<file path="src/rtl/mc_ctrl_pkg.sv">
// Shared types and encodings for the multicycle controller.
// Holds the FSM state enum, ALUControl and Cond encodings, the control-word
// payload struct and the ALU command decoder used by multicycle_ctrl.
package mc_ctrl_pkg;

   localparam int unsigned OP_W     = 2;
   localparam int unsigned FUNCT_W  = 6;
   localparam int unsigned RD_W     = 4;
   localparam int unsigned COND_W   = 4;
   localparam int unsigned FLAGS_W  = 4;
   localparam int unsigned ALUCTL_W = 4;

   typedef enum logic [3:0] {
      S_FETCH, S_DECODE, S_MEMADR, S_MEMRD, S_MEMWB,
      S_MEMWR, S_EXECR, S_EXECI, S_ALUWB, S_BRANCH
   } state_t;

   typedef enum logic [ALUCTL_W-1:0] {
      ALU_ADD = 4'b0000,
      ALU_SUB = 4'b0001,
      ALU_AND = 4'b0010,
      ALU_ORR = 4'b0011
   } alu_ctl_t;

   typedef enum logic [COND_W-1:0] {
      COND_EQ = 4'b0000, COND_NE = 4'b0001, COND_CS = 4'b0010, COND_CC = 4'b0011,
      COND_MI = 4'b0100, COND_PL = 4'b0101, COND_VS = 4'b0110, COND_VC = 4'b0111,
      COND_HI = 4'b1000, COND_LS = 4'b1001, COND_GE = 4'b1010, COND_LT = 4'b1011,
      COND_GT = 4'b1100, COND_LE = 4'b1101, COND_AL = 4'b1110, COND_NV = 4'b1111
   } cond_t;

   // One cycle's worth of datapath control
   typedef struct packed {
      logic       pcwrite;
      logic       adrsrc;
      logic       memwrite;
      logic       irwrite;
      logic       regwrite;
      logic       alusrca;
      logic [1:0] resultsrc;
      logic [1:0] alusrcb;
      alu_ctl_t   alucontrol;
   } ctrl_t;

   typedef struct packed {
      alu_ctl_t ctl;
      logic     nowrite;
   } alu_dec_t;

   // Funct[4:1] command decode; CMP is a SUB whose result is discarded
   function automatic alu_dec_t alu_decode(input logic [3:0] cmd);
      alu_dec_t d;
      d.ctl     = ALU_ADD;
      d.nowrite = 1'b0;
      case (cmd)
         4'b0100: d.ctl = ALU_ADD;
         4'b0010: d.ctl = ALU_SUB;
         4'b0000: d.ctl = ALU_AND;
         4'b1100: d.ctl = ALU_ORR;
         4'b1010: begin
            d.ctl     = ALU_SUB;
            d.nowrite = 1'b1;
         end
         default: d.ctl = ALU_ADD;
      endcase
      return d;
   endfunction

endpackage

</file>
<file path="src/rtl/mc_cond_unit.sv">
// Condition evaluation and NZCV flag register.
// Ports: clk, reset (sync, active-high); cond - instruction condition field;
// aluflags - NZCV from the ALU this cycle; flag_we - load flags at this edge;
// nz_only - load N and Z only, hold C and V; condex_c - combinational
// condition result from the stored flags.
module mc_cond_unit
   import mc_ctrl_pkg::*;
(
   input  logic               clk,
   input  logic               reset,
   input  logic [COND_W-1:0]  cond,
   input  logic [FLAGS_W-1:0] aluflags,
   input  logic               flag_we,
   input  logic               nz_only,
   output logic               condex_c
);

   logic [FLAGS_W-1:0] flags;
   logic n, z, c, v;

   assign {n, z, c, v} = flags;

   // Flag register; logical ops leave carry and overflow untouched
   always_ff @(posedge clk) begin
      if (reset) begin
         flags <= '0;
      end else if (flag_we) begin
         flags <= nz_only ? {aluflags[3:2], flags[1:0]} : aluflags;
      end
   end

   // Condition decode against the stored flags
   always_comb begin
      condex_c = 1'b0;
      case (cond_t'(cond))
         COND_EQ: condex_c = z;
         COND_NE: condex_c = ~z;
         COND_CS: condex_c = c;
         COND_CC: condex_c = ~c;
         COND_MI: condex_c = n;
         COND_PL: condex_c = ~n;
         COND_VS: condex_c = v;
         COND_VC: condex_c = ~v;
         COND_HI: condex_c = c & ~z;
         COND_LS: condex_c = ~c | z;
         COND_GE: condex_c = (n == v);
         COND_LT: condex_c = (n != v);
         COND_GT: condex_c = ~z & (n == v);
         COND_LE: condex_c = z | (n != v);
         COND_AL: condex_c = 1'b1;
         default: condex_c = 1'b0;
      endcase
   end

endmodule

</file>
<file path="src/rtl/multicycle_ctrl.sv">
// Multicycle controller: sequences the shared ALU/memory datapath per instruction.
// Ports: clk, reset (sync, active-high); Op, Funct, Rd, Cond - instruction
// fields; ALUFlags - NZCV from the ALU; mem_ready - memory handshake (only with
// MC_CTRL_WAIT_EN defined); PCWrite, AdrSrc, MemWrite, IRWrite, RegWrite,
// ALUSrcA, ResultSrc, ALUSrcB, ALUControl - datapath controls decoded from state.
// Build option: define MC_CTRL_WAIT_EN to stall FETCH/MEMRD/MEMWR on mem_ready.
module multicycle_ctrl
   import mc_ctrl_pkg::*;
(
   input  logic                clk,
   input  logic                reset,
   input  logic [OP_W-1:0]     Op,
   input  logic [FUNCT_W-1:0]  Funct,
   input  logic [RD_W-1:0]     Rd,
   input  logic [COND_W-1:0]   Cond,
   input  logic [FLAGS_W-1:0]  ALUFlags,
`ifdef MC_CTRL_WAIT_EN
   input  logic                mem_ready,
`endif
   output logic                PCWrite,
   output logic                AdrSrc,
   output logic                MemWrite,
   output logic                IRWrite,
   output logic                RegWrite,
   output logic                ALUSrcA,
   output logic [1:0]          ResultSrc,
   output logic [1:0]          ALUSrcB,
   output logic [ALUCTL_W-1:0] ALUControl
);

   state_t   state, state_next;
   ctrl_t    c;
   alu_dec_t dec;
   logic     condex;
   logic     flag_we;
   logic     nz_only;
   logic     rd_pc;
   logic     mem_ok;

`ifdef MC_CTRL_WAIT_EN
   assign mem_ok = mem_ready;
`else
   assign mem_ok = 1'b1;
`endif

   assign dec     = alu_decode(Funct[4:1]);
   assign nz_only = (dec.ctl == ALU_AND) || (dec.ctl == ALU_ORR);
   assign rd_pc   = (Rd == '1);

   mc_cond_unit u_cond (
      .clk      (clk),
      .reset    (reset),
      .cond     (Cond),
      .aluflags (ALUFlags),
      .flag_we  (flag_we),
      .nz_only  (nz_only),
      .condex_c (condex)
   );

   always_ff @(posedge clk) begin
      if (reset) state <= S_FETCH;
      else       state <= state_next;
   end

   // Next state and per-state controls; strobes are qualified by CondEx
   always_comb begin
      state_next = state;
      c          = '0;
      flag_we    = 1'b0;
      case (state)
         S_FETCH: begin
            c.alusrca    = 1'b1;
            c.alusrcb    = 2'b10;
            c.resultsrc  = 2'b10;
            c.alucontrol = ALU_ADD;
            c.irwrite    = mem_ok;
            c.pcwrite    = mem_ok;
            if (mem_ok) state_next = S_DECODE;
         end
         S_DECODE: begin
            c.alusrca    = 1'b1;
            c.alusrcb    = 2'b10;
            c.resultsrc  = 2'b10;
            c.alucontrol = ALU_ADD;
            case (Op)
               2'b01:   state_next = S_MEMADR;
               2'b00:   state_next = Funct[5] ? S_EXECI : S_EXECR;
               2'b10:   state_next = S_BRANCH;
               default: state_next = S_FETCH;
            endcase
         end
         S_MEMADR: begin
            c.alusrcb    = 2'b01;
            c.alucontrol = ALU_ADD;
            state_next   = Funct[0] ? S_MEMRD : S_MEMWR;
         end
         S_MEMRD: begin
            c.adrsrc = 1'b1;
            if (mem_ok) state_next = S_MEMWB;
         end
         S_MEMWB: begin
            c.resultsrc = 2'b01;
            if (rd_pc) c.pcwrite  = condex;
            else       c.regwrite = condex;
            state_next = S_FETCH;
         end
         S_MEMWR: begin
            c.adrsrc   = 1'b1;
            c.memwrite = condex & mem_ok;
            if (mem_ok) state_next = S_FETCH;
         end
         S_EXECR, S_EXECI: begin
            c.alusrcb    = (state == S_EXECI) ? 2'b01 : 2'b00;
            c.alucontrol = dec.ctl;
            flag_we      = Funct[0] & condex;
            state_next   = S_ALUWB;
         end
         S_ALUWB: begin
            c.resultsrc = 2'b00;
            if (rd_pc) c.pcwrite  = condex;
            else       c.regwrite = condex & ~dec.nowrite;
            state_next = S_FETCH;
         end
         S_BRANCH: begin
            c.alusrcb    = 2'b01;
            c.resultsrc  = 2'b10;
            c.alucontrol = ALU_ADD;
            c.pcwrite    = condex;
            state_next   = S_FETCH;
         end
         default: state_next = S_FETCH;
      endcase

      // Reset presents FETCH steering with every write strobe and flag load held off
      if (reset) begin
         c            = '0;
         c.alusrca    = 1'b1;
         c.alusrcb    = 2'b10;
         c.resultsrc  = 2'b10;
         c.alucontrol = ALU_ADD;
         flag_we      = 1'b0;
      end
   end

   assign PCWrite    = c.pcwrite;
   assign AdrSrc     = c.adrsrc;
   assign MemWrite   = c.memwrite;
   assign IRWrite    = c.irwrite;
   assign RegWrite   = c.regwrite;
   assign ALUSrcA    = c.alusrca;
   assign ResultSrc  = c.resultsrc;
   assign ALUSrcB    = c.alusrcb;
   assign ALUControl = c.alucontrol;

endmodule
</file>
<file path="config.mk">
export PLATFORM = sky130hd
export DESIGN_NAME = multicycle_ctrl
export DESIGN_NICKNAME = d
export VERILOG_FILES = /design/src/rtl/mc_ctrl_pkg.sv /design/src/rtl/mc_cond_unit.sv /design/src/rtl/multicycle_ctrl.sv
export SDC_FILE = /design/constraint.sdc
export NUM_CORES = 1
export LEC_CHECK = 0
export CAP_MARGIN = 30
export CORE_UTILIZATION = 35
export DETAILED_ROUTE_END_ITERATION = 8
export PLACE_DENSITY = 0.75
export SYNTH_ARGS = -nofsm -noshare
export SYNTH_HDL_FRONTEND = slang
export SYNTH_SLANG_ARGS = --single-unit
export TNS_END_PERCENT = 100
</file>
<file path="constraint.sdc">
create_clock -name clk -period 2.4 [get_ports clk]
set_input_delay 0.48 -clock clk [delete_from_list [all_inputs] [get_ports clk]]
set_output_delay 0.48 -clock clk [all_outputs]
set_load 0.02 [all_outputs]
</file>
## Word level (Yosys, flattened, before mapping)

Cells that the tools add are included.

| cells by class | value |
|---|---|
| add/sub/neg operators | 0 |
| reductions and logical operators | 13 |
| divide/modulo/power cells | 0 |
| order comparisons | 0 |
| bitwise operators | 12 |
| mux-type cells | 22 |
| $mul | 0 |
| equal/unequal tests | 33 |
| shifts and indexed selects | 0 |

Operators with widths:

| cell | count |
|---|---|
| equality test 4 bit (second input constant) | 12 |
| equality test 4 x 3 -> 1 bit (second input constant) | 8 |
| equality test 4 x 2 -> 1 bit (second input constant) | 7 |
| case mux 4 bit (5 select lines) | 1 |
| case mux 6 bit (3 select lines) | 1 |
| case mux 1 bit (15 select lines) | 1 |
| two-way mux 14 bit | 1 |
| logical NOT 4 bit | 3 |
| two-way mux 1 bit | 12 |
| case mux 4 bit (3 select lines) | 1 |
| OR reduction 2 bit | 6 |
| equality test 4 x 1 -> 1 bit (second input constant) | 2 |
| NOT 1 bit | 6 |
| case mux 2 bit (3 select lines) | 1 |
| bitwise AND 1 bit | 4 |
| case mux 2 bit (2 select lines) | 1 |
| two-way mux 3 bit | 1 |
| case mux 1 bit (3 select lines) | 1 |
| OR reduction 3 bit | 1 |
| equality test 2 x 1 -> 1 bit (second input constant) | 1 |
| equality test 2 bit (second input constant) | 1 |
| logical NOT 2 bit | 1 |
| bitwise OR 1 bit | 2 |
| case mux 1 bit (2 select lines) | 1 |
| other kinds (4) | 4 |

| word-level totals | value |
|---|---|
| memories kept | 0 |
| logic and storage cells | 83 |
| bits in read-only memories | 0 |
| RAM bits | 0 |
| output and inout bits | 14 |
| bits in latches | 0 |
| register bits after elaboration | 8 |

## Logic depth before layout (Yosys ltp)

| depth | value |
|---|---|
| depth after elaboration | 7 |
| mapped depth | 7 |
| gate-level depth less buffers | 6 |

## Cells and area by module

From an unflattened synthesis, not the netlist that was laid out.

| unflattened totals | value |
|---|---|
| cells, all modules | 102 |
| area, all modules | 807.0 um^2 |

By module, submodules not included:

| module | times used | sequential area each (um^2) | area each (um^2) | cells each |
|---|---|---|---|---|
| multicycle_ctrl | 1 | 80.1 | 469.2 | 62 |
| mc_cond_unit | 1 | 80.1 | 337.8 | 40 |

## Worst setup path before layout

Ideal clock, no wire load.

| timing | value |
|---|---|
| path type | reg-to-output |
| start point | reg state[2] |
| end point | out PCWrite |
| path buffers | 1 |
| data required time | 1.920 ns |
| arrival time | 1.667 ns |
| stages on the path, launching flop included | 5 |
| path slack | 0.253 ns |
| path through | dfxtp_1 -> clkbuf_1 -> or3_1 -> nor3_1 -> nand2b_1 |

| between the ends | value |
|---|---|
| longest elaborated chain between the ends | 4 |
| elaborated cells between the ends (all ways) | 7 |

Ends and longest elaborated chain:

| what | RTL line | source |
|---|---|---|
| start, declared | multicycle_ctrl.sv:31 | `state_t state, state_next;` |
| start signal, assigned | multicycle_ctrl.sv:62 | `else state <= state_next;` |
| equality test 4 x 3 -> 1 bit / equality test 4 bit (equally long branches) | multicycle_ctrl.sv:70 | `case (state)` |
| OR reduction 2 bit (no line) | -- |  |
| case mux 1 bit (3 select lines) (*) | multicycle_ctrl.sv:70 |  |
| two-way mux 14 bit (*) | multicycle_ctrl.sv:135 | `if (reset) begin` |
| end, declared | multicycle_ctrl.sv:20 | `output logic PCWrite,` |

Mark *: on every way between the ends. The rest lies on a longest branch, timed or not.

## Worst setup path in the final report

| timing | value |
|---|---|
| start point | in Cond[3] |
| end point | out PCWrite |

| between the ends | value |
|---|---|
| longest elaborated chain between the ends | 5 |
| elaborated cells between the ends (all ways) | 19 |

Ends and longest elaborated chain:

| what | RTL line | source |
|---|---|---|
| start, declared | multicycle_ctrl.sv:15 | `input logic [COND_W-1:0] Cond,` |
| equality test 4 bit, or another cell as far along | mc_cond_unit.sv:35 | `case (cond_t'(cond))` |
| case mux 1 bit (15 select lines) (*) | mc_cond_unit.sv:35 |  |
| two-way mux 1 bit | multicycle_ctrl.sv:103, multicycle_ctrl.sv:120 |  |
| case mux 1 bit (3 select lines) (*) | multicycle_ctrl.sv:70 |  |
| two-way mux 14 bit (*) | multicycle_ctrl.sv:135 |  |

Marked as above.

==> results_dict.tcl <==
set metrics [dict create \
    hold_viol_final 0 \
    cp_cell_sequence "clkdlybuf4s15_1 > nand2_1 > or4_4 > a31oi_4 > nand4bb_4 > nand4_1 > nand2b_1 > buf_6" \
    cts_sinks 8 \
    synth_compound_area_share_pct 15.8 \
    cts-buffers-inserted 3 \
    synth_xor_xnor_area_share_pct 6.19 \
    crit_slowest_cell "or4_4" \
    yosys_warnings 0 \
    cp-start-kind "input pin" \
    reg2reg_slack_ns 0.56 \
    powerDensity_nw_per_um2 312 \
    vias 1024 \
    wl_met3_um 138 \
    outcome "finished, violations left" \
    drcViolationCount 0 \
    required_ns 1.92 \
    antenna_found_initial 0 \
    synth-edff-count 0 \
    p_leak_uw 0.000573 \
    globalplace.congestion 0.813 \
    die_x_um 51.2 \
    antenna_cells 0 \
    r2r_start "u_cond.flags[0]" \
    synth_async_sr_flop_share_pct 0 \
    hold_start "u_cond.flags[1]" \
    fmax_mhz 407 \
    synth_simple_gate_area_share_pct 46.0 \
    first_pass_iters 4 \
    grt_pass1_vias 1039 \
    row_count 17 \
    wl_met1_um 1010 \
    fin_nets 188 \
    drv_slew 0 \
    setup_viol_count_final 3 \
    finalWirelength_um 2810 \
    dieHeight_um 51.2 \
    insertion_delay_ns 0.25 \
    drtIter0Drc 18 \
    grt-ovfl-total 0 \
    netlist_area_sq_um 848 \
    cap_violations 0 \
    yosysUniqueCellTypes 42 \
    fin_crit_ns 2.45 \
    path_buf_inv 2 \
    crit_path_end_kind "output port" \
    synthToLayoutAreaGrowth_pct 64.3 \
    cpLargestDelayFamily "simple AND/OR/NAND/NOR gates" \
    hp-class "flip-flop to flip-flop" \
    placed_area_sq_um 1310 \
    wl_per_cell_um 14.6 \
    rr_worst_depth 7 \
    layout-drive-gt1-share_pct 32.3 \
    final_area_sq_um 1390 \
    violations "negative setup slack" \
    wl_met2_um 1550 \
    synthAdderAreaFrac_pct 0 \
    synthTopCellsByCount "nor2_1, a21oi_1, dfxtp_1, nand2b_1" \
    via_per_inst 5.33 \
    cts_hold_buf 0 \
    clockBufferDepth 2 \
    dpl.hpwl_um 2080 \
    cts_tree "done" \
    yosysMostFrequentCell "nor2_1" \
    hold_path_depth 2 \
    ys_seq_area_share_pct 18.9 \
    grtUsageTotal_pct 22.2 \
    drtAntennaViolNets 0 \
    io_buffers 33 \
    coreArea_sq_um 2250 \
    fin_crit_sh_pct 102 \
    synth.top_cell.area_share_pct 18.9 \
    critPathKind "input pin to output port" \
    ys_ff_latch 8 \
    syn-instance-count 111 \
    die-area_sq_um 2620 \
    setup_slack_ns -0.0549 \
    grt_max_degree 15 \
    syn_area_per_cell_sq_um 7.64 \
    routed.top_layer "met4" \
    post-synth-top-area-cell "dfxtp_1" \
    rr_endpoint "u_cond.flags[2]" \
    htreeDepth 1 \
    synthMuxAreaShare_pct 4.87 \
    path_clk_slew_ns 0.05 \
    initial_core_util_pct 37.6 \
    synth_top_cells_by_area "dfxtp_1, nand2b_1, a21oi_1" \
    holdWs_ns 0.631 \
    irDropWorstVdd_mv 0.286 \
    ios 36 \
    cp.arrival_ns 1.97 \
    skew_ns 0.000834 \
    grt_setup_unrepaired "true" \
    cp_max_fo 3 \
    grt_pass1_wl_um 4280 \
    synth_top_family_by_area "simple AND/OR/NAND/NOR gates" \
    dominantRegCellSynth "dfxtp_1" \
    cts_root_buffer "clkbuf_4" \
    cpPeakStageDelay_ns 0.53 \
    fin_util_pct 61.8 \
    whs_endpoint "u_cond.flags[1]" \
]
area by class of cell:
type	count	area [sq um]
Timing Repair Buffer	57	497
Sequential cell	8	160
Clock buffer	3	22.5
Inverter	2	7.51
Multi-Input combinational cell	94	672
Tap cell	28	35.0
Fill cell	213	861
worst register-to-register path, stage by stage (launching register included):
cell	delay (ns)
dfxtp_1	0.31
xor2_1	0.19
or4_4	0.51
a31oi_4	0.19
nand4bb_4	0.19
buf_4	0.14
nand3_1	0.07
a21oi_1	0.17
flip-flops by register name, indices dropped and copies added (netlist names):
signal	count
u_cond.flags	4
state	4
placed cells by master (no fill, tap or decap), types with 2 or more instances in the layout:
master / netlist / routed
buf_4: 3 / 22
clkdlybuf4s50_1: 0 / 19
a21oi_1: 9 / 9
nor2_1: 10 / 9
nand2b_1: 8 / 8
dfxtp_1: 8 / 8
dlygate4sd2_1: 0 / 7
nand3_1: 6 / 6
or2b_2: 5 / 5
o21ai_0: 6 / 5
xor2_1: 4 / 4
nand2_1: 4 / 4
buf_6: 1 / 4
o21ai_1: 2 / 3
mux2i_1: 3 / 3
nor3_1: 4 / 3
nand3b_1: 3 / 3
clkbuf_4: 0 / 3
buf_2: 0 / 3
xnor2_1: 2 / 2
inv_1: 2 / 2
nor4_1: 2 / 2
nand4_1: 2 / 2
conb_1: 1 / 2
clkdlybuf4s15_1: 0 / 2
worst max path at each step:
stage	from	to	slack [ns]	cells after the start
after floorplan	state[2]	PCWrite	0.25	4
after global placement	Cond[2]	RegWrite	-0.65	7
after detailed placement	Cond[2]	RegWrite	-0.65	7
after CTS	u_cond.flags[0]	PCWrite	-0.04	7
after global routing	u_cond.flags[0]	PCWrite	-0.12	7
final	Cond[3]	PCWrite	-0.05	8
per-stage QoR:
step / instances / setup slack [ns] / TNS, ns / total power [uW]
after global routing: 192 / -0.116 / -0.293 / 456
after CTS: 192 / -0.0405 / -0.0665 / 432
after floorplan: 112 / 0.253 / 0 / 238
after global placement: 185 / -0.648 / -2.80 / 320
final: 192 / -0.0549 / -0.153 / 435
after detailed placement: 185 / -0.654 / -2.98 / 325
cell families after synthesis:
| group | Yosys count |
|---|---|
| AND/OR/NAND/NOR | 59 |
| AO/OA/AOI/OAI | 23 |
| buffers and inverters | 10 |
| flip-flops | 8 |
| XOR/XNOR | 6 |
| multiplexers | 4 |
| other | 1 |
per-layer routing:
layer | track usage (%) | up-vias
met5 | 0 | -
met4 | 12.2 | 0
met3 | 5.36 | 14
met2 | 44.5 | 43
met1 | 19.8 | 466
li1 | - | 501
power by group:
part | internal [uW] | total [uW] | leakage [uW] | switching (uW)
logic | 102 | 186 | 0.000494 | 84.4
registers | 137 | 147 | 0.0000650 | 9.38
clock network | 57.1 | 102 | 0.0000138 | 44.5
total | 296 | 435 | 0.000573 | 138
timing repair:
item | in CTS | in global routing
gates resized for setup | 44 | 5
setup buffers | 3 | 0
setup endpoints to repair | 10 | 6
pin swaps | 6 | 3
cloned | 1 | 0
No activity file was read; power rests on OpenSTA's default activity.
